## config.mk

```make
export PLATFORM = sky130hd
export DESIGN_NAME = mux16_rr_sched
export DESIGN_NICKNAME = d
export VERILOG_FILES = /design/src/rtl/mux16_rr_sched_pkg.sv /design/src/rtl/mux16_rr_sched_rr_pick16.sv /design/src/rtl/mux16_rr_sched.sv
export SDC_FILE = /design/constraint.sdc
export NUM_CORES = 1
export LEC_CHECK = 0
export ABC_CLOCK_PERIOD_IN_PS = 6400
export CORE_AREA = 2 2 102 80
export DETAILED_ROUTE_END_ITERATION = 12
export DIE_AREA = 0 0 104 82
export GPL_TIMING_DRIVEN = 0
export MAX_ROUTING_LAYER = met4
export PLACE_DENSITY = 0.87
export RECOVER_POWER = 100
export SYNTH_ARGS = -nofsm -noshare
export SYNTH_HDL_FRONTEND = slang
export SYNTH_SLANG_ARGS = --single-unit
export TNS_END_PERCENT = 1
```

## constraint.sdc

```tcl
create_clock -name clk -period 6.4 [get_ports clk]
set_clock_uncertainty 0.2 [all_clocks]
set_input_delay 1.92 -clock clk [delete_from_list [all_inputs] [get_ports clk]]
set_output_delay 1.92 -clock clk [all_outputs]
set_load 0.05 [all_outputs]
```

## src/rtl/mux16_rr_sched_pkg.sv

```systemverilog
// mux16_rr_sched_pkg: shared types and sizes for the round-robin mux scheduler
package mux16_rr_sched_pkg;
  typedef enum logic {IDLE = 1'b0, GRANT = 1'b1} state_t;
  localparam int N_REQ    = 16;
  localparam int SEL_W    = 4;
  localparam int HOLD_DEF = 4;
endpackage

```

## src/rtl/mux16_rr_sched_rr_pick16.sv

```systemverilog
// rr_pick16: rotate-priority encoder, first set request after ptr (mod 16)
module rr_pick16
  import mux16_rr_sched_pkg::*;
(
  input  logic [N_REQ-1:0] req,
  input  logic [SEL_W-1:0] ptr,
  output logic [SEL_W-1:0] w,
  output logic             any
);
  // Scan farthest-first so the nearest candidate after ptr wins.
  always_comb begin
    w   = '0;
    any = |req;
    for (int i = N_REQ; i >= 1; i--)
      if (req[ptr + SEL_W'(i)]) w = ptr + SEL_W'(i);
  end
endmodule

```

## src/rtl/mux16_rr_sched.sv

```systemverilog
// mux16_rr_sched: round-robin owner of a 16:1 mux select with bounded grants and registered capture
module mux16_rr_sched
  import mux16_rr_sched_pkg::*;
#(
  parameter int HOLD = HOLD_DEF
) (
  input  logic             clk,
  input  logic             rst,
  input  logic             en,
  input  logic [N_REQ-1:0] req,
  input  logic             done,
  input  logic             x,
  output logic [SEL_W-1:0] s,
  output logic [N_REQ-1:0] gnt,
  output logic             busy,
  output logic             dout,
  output logic             dvalid,
  output logic [SEL_W-1:0] dsrc
);
  state_t           state, state_nxt;
  logic [SEL_W-1:0] ptr, w;
  logic [3:0]       cnt;
  logic             any, start, stop;

  rr_pick16 u_pick (.req(req), .ptr(ptr), .w(w), .any(any));

  always_comb begin
    start     = (state == IDLE) && en && any;
    stop      = (state == GRANT) && (!en || done || !req[s] || cnt == 4'(HOLD - 1));
    state_nxt = start ? GRANT : stop ? IDLE : state;
  end

  always_ff @(posedge clk or negedge rst)
    if (!rst) state <= IDLE;
    else      state <= state_nxt;

  // Capture samples x from the grant cycle itself, so dvalid trails busy by one edge.
  always_ff @(posedge clk or negedge rst)
    if (!rst) begin
      s      <= '0;
      gnt    <= '0;
      busy   <= 1'b0;
      ptr    <= '1;
      cnt    <= '0;
      dout   <= 1'b0;
      dvalid <= 1'b0;
      dsrc   <= '0;
    end else begin
      if (start) begin
        s    <= w;
        gnt  <= N_REQ'(1) << w;
        ptr  <= w;
        cnt  <= '0;
        busy <= 1'b1;
      end else if (state == GRANT) cnt <= cnt + 4'd1;
      if (stop) begin
        gnt  <= '0;
        busy <= 1'b0;
      end
      dvalid <= state == GRANT;
      if (state == GRANT) begin
        dout <= x;
        dsrc <= s;
      end
    end
endmodule

```

==> metrics.cfg, run 1 <==
[outcome]
status=finished with violations
violations=max-capacitance violations, max-slew violations

[yosys]
synth_top_family_by_area=multiplexers
synthTopCellsByArea=dfrtp_1 20%, mux4_2 12%, mux2i_1 6.7%
synth_cell_types=75
yosys.area_share.xor_xnor=0.0367
synth_cells=444
synth-seq-area-share=0.225
syn_area_um2=4030
synth.top_cell.area_share=0.199
yosys.area_share.simple=0.176
yosysTopAreaCell=dfrtp_1
yosysMostFrequentCell=nand2_1
synth_edf_count=0
synth-compound-area-share=0.224
synth.area.mux_share=0.273
synth-seq-cells=36
synth_fp_nets=473
synth_ff_type=dfrtp_1
synth_async_sr_flop_share=1.00
ys_warn_count=0
avgSynthCellArea_um2=9.07
synthTopCellsByCount=48 x nand2_1, 32 x dfrtp_1, 29 x nor2_1
synthAdderAreaFrac=0.0249

[clocking]
cts_buffers=5
path_clk_slew_ns=0.08
cts_tree=yes
clk-insertion-delay-late_ns=0.29
cts_buffer_depth=2
cts_root_buffer=clkbuf_8
cts_hold_buf=0
cts-resized-gates=0
postCtsSetupBuffers=0
htreeDepth=2
cts_sinks=36

[floorplan]
placementRows=28
die_y_um=82
die_area_um2=8530
die_x_um=104
core_um2=7570
io_pins=48
start_util=0.532

[setup_path]
crit_required_ns=6.38
cp.arrival_ns=6.00
cp_slowest_stage_delay_ns=0.62
cp_max_fo=10
cp-end-kind=flip-flop
crit_type=flip-flop to flip-flop
slowest_stage=dfstp_1
crit_chain=buf_2 > buf_2 > clkbuf_1 > inv_1 > ha_1 > buf_6 > buf_6 > clkbuf_1 > mux2i_1 > mux2i_1 > mux4_2 > or2_0 > a2111o_1 > a31oi_1 > o21ai_2 > o41ai_1
worst_setup_path_start_kind=flip-flop

[global_route]
grt_max_degree=37
grt_pass1_vias=3730
grt_first_pass_wirelength_um=20100
grt_usage=0.310
antenna_found_initial=0
grt_overflow=0

[final_layout]
drive_gt1_frac=0.148
n_antenna_cell=0
fin_nets=527
area_delta_synth_final_pct=16.9

[route]
via_count=4103
vias_per_cell=6.79
drc=0
dr.pass1.iters=5
routed_wl_um=12800
ant_nets=0
wl_per_cell_um=21.2
drt_iter0_drc=392

[sta]
timing.fmax_mhz=166
timing.slew.headroom=-0.249
rsz0062_at_grt=false
finalSetupViolCount=0
fin_setup_tns_ns=0
hold_violations=0
worst_pin_slew_ns=1.87
post-route-min-period_ns=6.02
fin_crit_sh=0.941
maxSlewViolCount=37

[job]
maxCapViolations=1

[placed_design]
hpwl_um=9840
io_buffers=47
place_congestion=1.09

[min_path]
hold_class=flip-flop to flip-flop

[area by class of cell]
| cell class | instances | area, um2 |
|---|---|---|
| multi-input combinational | 373 | 2930 |
| fill | 648 | 2860 |
| sequential | 36 | 906 |
| timing repair buffer | 47 | 464 |
| tap | 105 | 131 |
| buffer | 25 | 125 |
| clock buffer | 6 | 72.6 |
| inverter | 10 | 37.5 |
| clock inverter | 2 | 35.0 |
[state kept, by name, indices dropped and copies added, names as in the netlist]
signal and flops:
busy 1, cnt 4, dout 1, dsrc 4, dvalid 1, gnt 16
ptr 4, s 4, state 1
[layer usage]
layer	vias up	GRT usage	wire length, um
li1	1830	-	-
met1	1985	0.443	5630
met2	264	0.482	5550
met3	24	0.0500	1480
met4	0	0.0365	132
met5	-	-	0
[layout by cell type, fill, tap and decap left out, drive strengths merged, types with 7 or more instances in the layout]
cell type	n
inv	9
xnor2	12
o31ai	8
and2	9
nor3	18
nor2	29
nand3	10
nand2	48
mux4	21
mux2	31
clkbuf	19
buf	13
dfrtp	32
a21oi	20
o21ai	20
or2	8
mux2i	27
clkdlybuf4s50	17
dlygate4sd3	29
ha	8
o22ai	7
[worst max-delay path: cells and delay by family (launching register included)]
family / cells / cell delay (ns)
AO/OA/AOI/OAI: 4 / 1.34
adder cells (fa/ha/maj): 1 / 0.37
buffers and inverters: 7 / 2.11
flip-flops: 1 / 0.62
multiplexers: 3 / 0.97
AND/OR/NAND/NOR: 1 / 0.28
[metrics by stage]
| stage | utilization | cells | setup slack (ns) | hold slack [ns] | cell area [um2] |
|---|---|---|---|---|---|
| final | 0.622 | 604 | 0.377 | 0.282 | 4710 |
| after global routing | 0.622 | 604 | 0.136 | 0.304 | 4710 |
| after CTS | 0.625 | 604 | 0.537 | 0.290 | 4730 |
| after detailed placement | 0.611 | 596 | 0.555 | 0.273 | 4620 |
| after global placement | 0.611 | 596 | 0.610 | 0.265 | 4630 |
| after floorplan | - | 444 | 1.54 | 0.231 | 4030 |
[worst paths after layout]
path,from,endpoint,slack [ns],depth (start not counted)
hold / removal,gnt[12],gnt[12],0.28,2
setup / recovery,ptr[1],gnt[11],0.38,16
hold reg to reg,gnt[12],gnt[12],0.28,2
setup reg to reg,ptr[1],gnt[11],0.38,16
min in group asynchronous,rst,gnt[2],1.93,1
max in group asynchronous,rst,dsrc[2],2.98,1
[cell families after synthesis]
| group | Yosys count |
|---|---|
| xor gates and xnor gates | 16 |
| muxes | 79 |
| DFF | 36 |
| buffers and inverters | 35 |
| AOI/OAI and AO/OA | 122 |
| and+or+nand+nor | 148 |
| adders and majority gates | 8 |
Power of run 1 is not shown: default switching activity piles up to over one toggle a cycle in this logic, so the estimate is an artifact.
==> run 2: changes to the inputs <==
--- a/config.mk
+++ b/config.mk
@@ -10,6 +10,7 @@
 export DETAILED_ROUTE_END_ITERATION = 12
 export DIE_AREA = 0 0 104 82
 export GPL_TIMING_DRIVEN = 0
+export HOLD_SLACK_MARGIN = 0.12
 export MAX_ROUTING_LAYER = met4
 export PLACE_DENSITY = 0.87
 export RECOVER_POWER = 100
==> results of run 2 <==
Same layout as run 1: the final DEF is identical, and so are final timing and power.
Power of run 2 is left out for the same reason.
==> RTL change, RTL diff (flow settings as in run 2) <==
Set the package constant `N_REQ` to 32 (it was 16).
--- a/src/rtl/mux16_rr_sched_pkg.sv
+++ b/src/rtl/mux16_rr_sched_pkg.sv
@@ -1,7 +1,7 @@
 // mux16_rr_sched_pkg: shared types and sizes for the round-robin mux scheduler
 package mux16_rr_sched_pkg;
   typedef enum logic {IDLE = 1'b0, GRANT = 1'b1} state_t;
-  localparam int N_REQ    = 16;
+  localparam int N_REQ    = 32;
   localparam int SEL_W    = 4;
   localparam int HOLD_DEF = 4;
 endpackage
Ports: changed (resized gnt and req); port bits go from 48 to 80. No check against the original RTL was run, so the function may have changed too.
==> RTL change against run 2 <==
The flow still finishes with violations (max-capacitance violations, max-slew violations). Synthesized area is 5.8% higher. Setup slack improved by 0.061 ns. Sequential cell count stayed put. Register-to-register slack improved by 0.08 ns. Wire length increased by 1.6%. Cell area is 8.8% higher. Via count up 2.0%. Hold slack lost 0.0092 ns. Critical path type is now in2reg. Critical endpoint is now gnt[13]. Largest cell class unchanged.
Power is not shown: default switching activity piles up to over one toggle a cycle in this logic, so the estimate is an artifact.
==> RTL change: results (changes against run 2) <==
stage	metric	value	unit	change
synth	post-synthesis cell type count	76		+1.3%
critical_path	R2R Path End	gnt[12]		
routing	1st-iter DRT viols	414		+5.6%
timing	fin. max-slew vios	37		unchanged
hold_path	hold_sp	state		
critical_path	worst setup path endpoint	gnt[13]		
status	status	finished with violations		
routing	WL final	13000	um	+1.6%
flow_run	Max-cap violations	1		unchanged
hold_path	HP Class	reg2reg		
place	pre-CTS setup slack	0.353	ns	-0.202 ns
cts	Root Driver	clkbuf_8		
critical_path	worst r2r src	ptr[0]		
global_route	Total GRT Usage	32.3	%	+1.3 points
finish	Layout Nets	577		+9.5%
timing	Worst slew margin	-21.3	%	+3.6 points
cts	H-Tree Depth	2		unchanged
cts	Post-CTS Resized	0		unchanged
global_route	largest net degree at the start of global routing	37		unchanged
critical_path	CP peak stage delay	0.71	ns	+0.09 ns
timing	Tmin final	5.96	ns	-0.0606 ns
critical_path	worst reg2reg path depth	17		+1
critical_path	CP delay by family, top	multiplexers		
global_route	initial antenna violation count	0		unchanged
global_route	vias in the first global route	4034		+8.2%
cts	clock tree buffer depth	2		unchanged
synth	largest cells by area after synthesis	dfrtp_1 19%, mux4_2 15%, mux2i_1 4.7%		
finish	Filler cells	605		-6.6%
routing	vias after detailed routing	4187		+2.0%
place	IO Port Bufs	63		+34%
cts	Num CTS Buffers	5		unchanged
status	failing checks	max-capacitance violations, max-slew violations		
critical_path	CP startpoint	req[15]		
place	dpl cell area	0.00507	mm^2	+9.7%
synth	Post-Synthesis Cells	448		+0.90%
critical_path	reg2reg setup slack	0.46	ns	+0.08 ns
synth	list of most frequent post-synthesis cells	53 x nand2_1, 32 x dfrtp_1, 31 x nor2_1		
place	GP Congestion	1.01		-7.3%
critical_path	Arrival @ worst endpoint	5.93	ns	-0.07 ns
finish	Largest register FFs	16		unchanged
global_route	first-pass GRT wire length	21200	um	+5.6%
cts	clock slew at reported path FFs	0.07	ns	
critical_path	critical path's slowest cell	mux2i_1		
finish	layout cells sized above 1	18.2	%	+3.4 points
place	dpl cells	631		+5.9%
synth	ys async rst share	100	%	unchanged
finish	Biggest register	gnt		
place	HPWL after detailed placement	9760	um	-0.79%
synth	sequential fraction of the synthesis area	21.3	%	-1.2 points
routing	Pre-antenna DRT Iters	5		unchanged
critical_path	CP max FO	10		unchanged
synth	Most used DFF post-synth	dfrtp_1		
finish	Antenna Cells	0		unchanged
finish	non-filler cells, final	638		+5.6%
timing	final hold violations	0		unchanged
cts	worst-skew pair later-pin latency	0.29	ns	about the same
synth	warning count from the yosys run	0		unchanged
==> RTL change: changes by cell type in the layout (fill, tap and decap cells not counted), moves of 9 or more <==
| cell | change |
|---|---|
| clkdlybuf4s50_1 | +15 |
| conb_1 | +16 |
| mux2_2 | -9 |
| nor3_1 | -12 |
| buf_4 | +17 |
| o41ai_1 | +10 |
==> RTL change: worst min-delay path by stage <==
| stage | to | slack, ns | depth (start not counted) |
|---|---|---|---|
| 3_3_place_gp | dvalid | 0.26 | 0 |
| 3_5_place_dp | gnt[6] | 0.26 | 2 |
| 4_1_cts | dvalid | 0.28 | 0 |
| 6_report | dvalid | 0.27 | 0 |
| 2_1_floorplan | dvalid | 0.23 | 0 |
| 5_1_grt | gnt[2] | 0.30 | 2 |
==> RTL change: layout make-up <==
type	count	area [um^2]	area share, %
Clock buffer	8	90.1	1.76
Inverter	18	67.6	1.32
Buffer	39	254	4.96
Timing Repair Buffer	63	624	12.2
Tap cell	105	131	2.57
Sequential cell	36	906	17.7
Multi-Input combinational cell	369	3050	59.5
==> RTL change: metal layers <==
layer	wire length, um	track usage [%]
met5	0	-
met4	462	12.0
met3	1540	5.56
met2	5720	50.1
met1	5290	43.0
==> RTL change: kinds of logic after synthesis <==
kind of cell | after synthesis | share of synthesized area (%)
AO/OA/AOI/OAI | 118 | 21.0
XOR/XNOR | 10 | 3.03
adder cells (fa/ha/maj) | 8 | 2.35
buffers and inverters | 58 | 7.64
flip-flops | 36 | 21.3
multiplexers | 82 | 29.9
other | 1 | 0.0881
AND/OR/NAND/NOR | 135 | 14.7
==> RTL change: repair_timing <==
item | 4_1_cts | 5_1_grt
hold buffers | 0 | 0
setup buffers | 0 | 0
endpoints found under the setup margin | 0 | 5
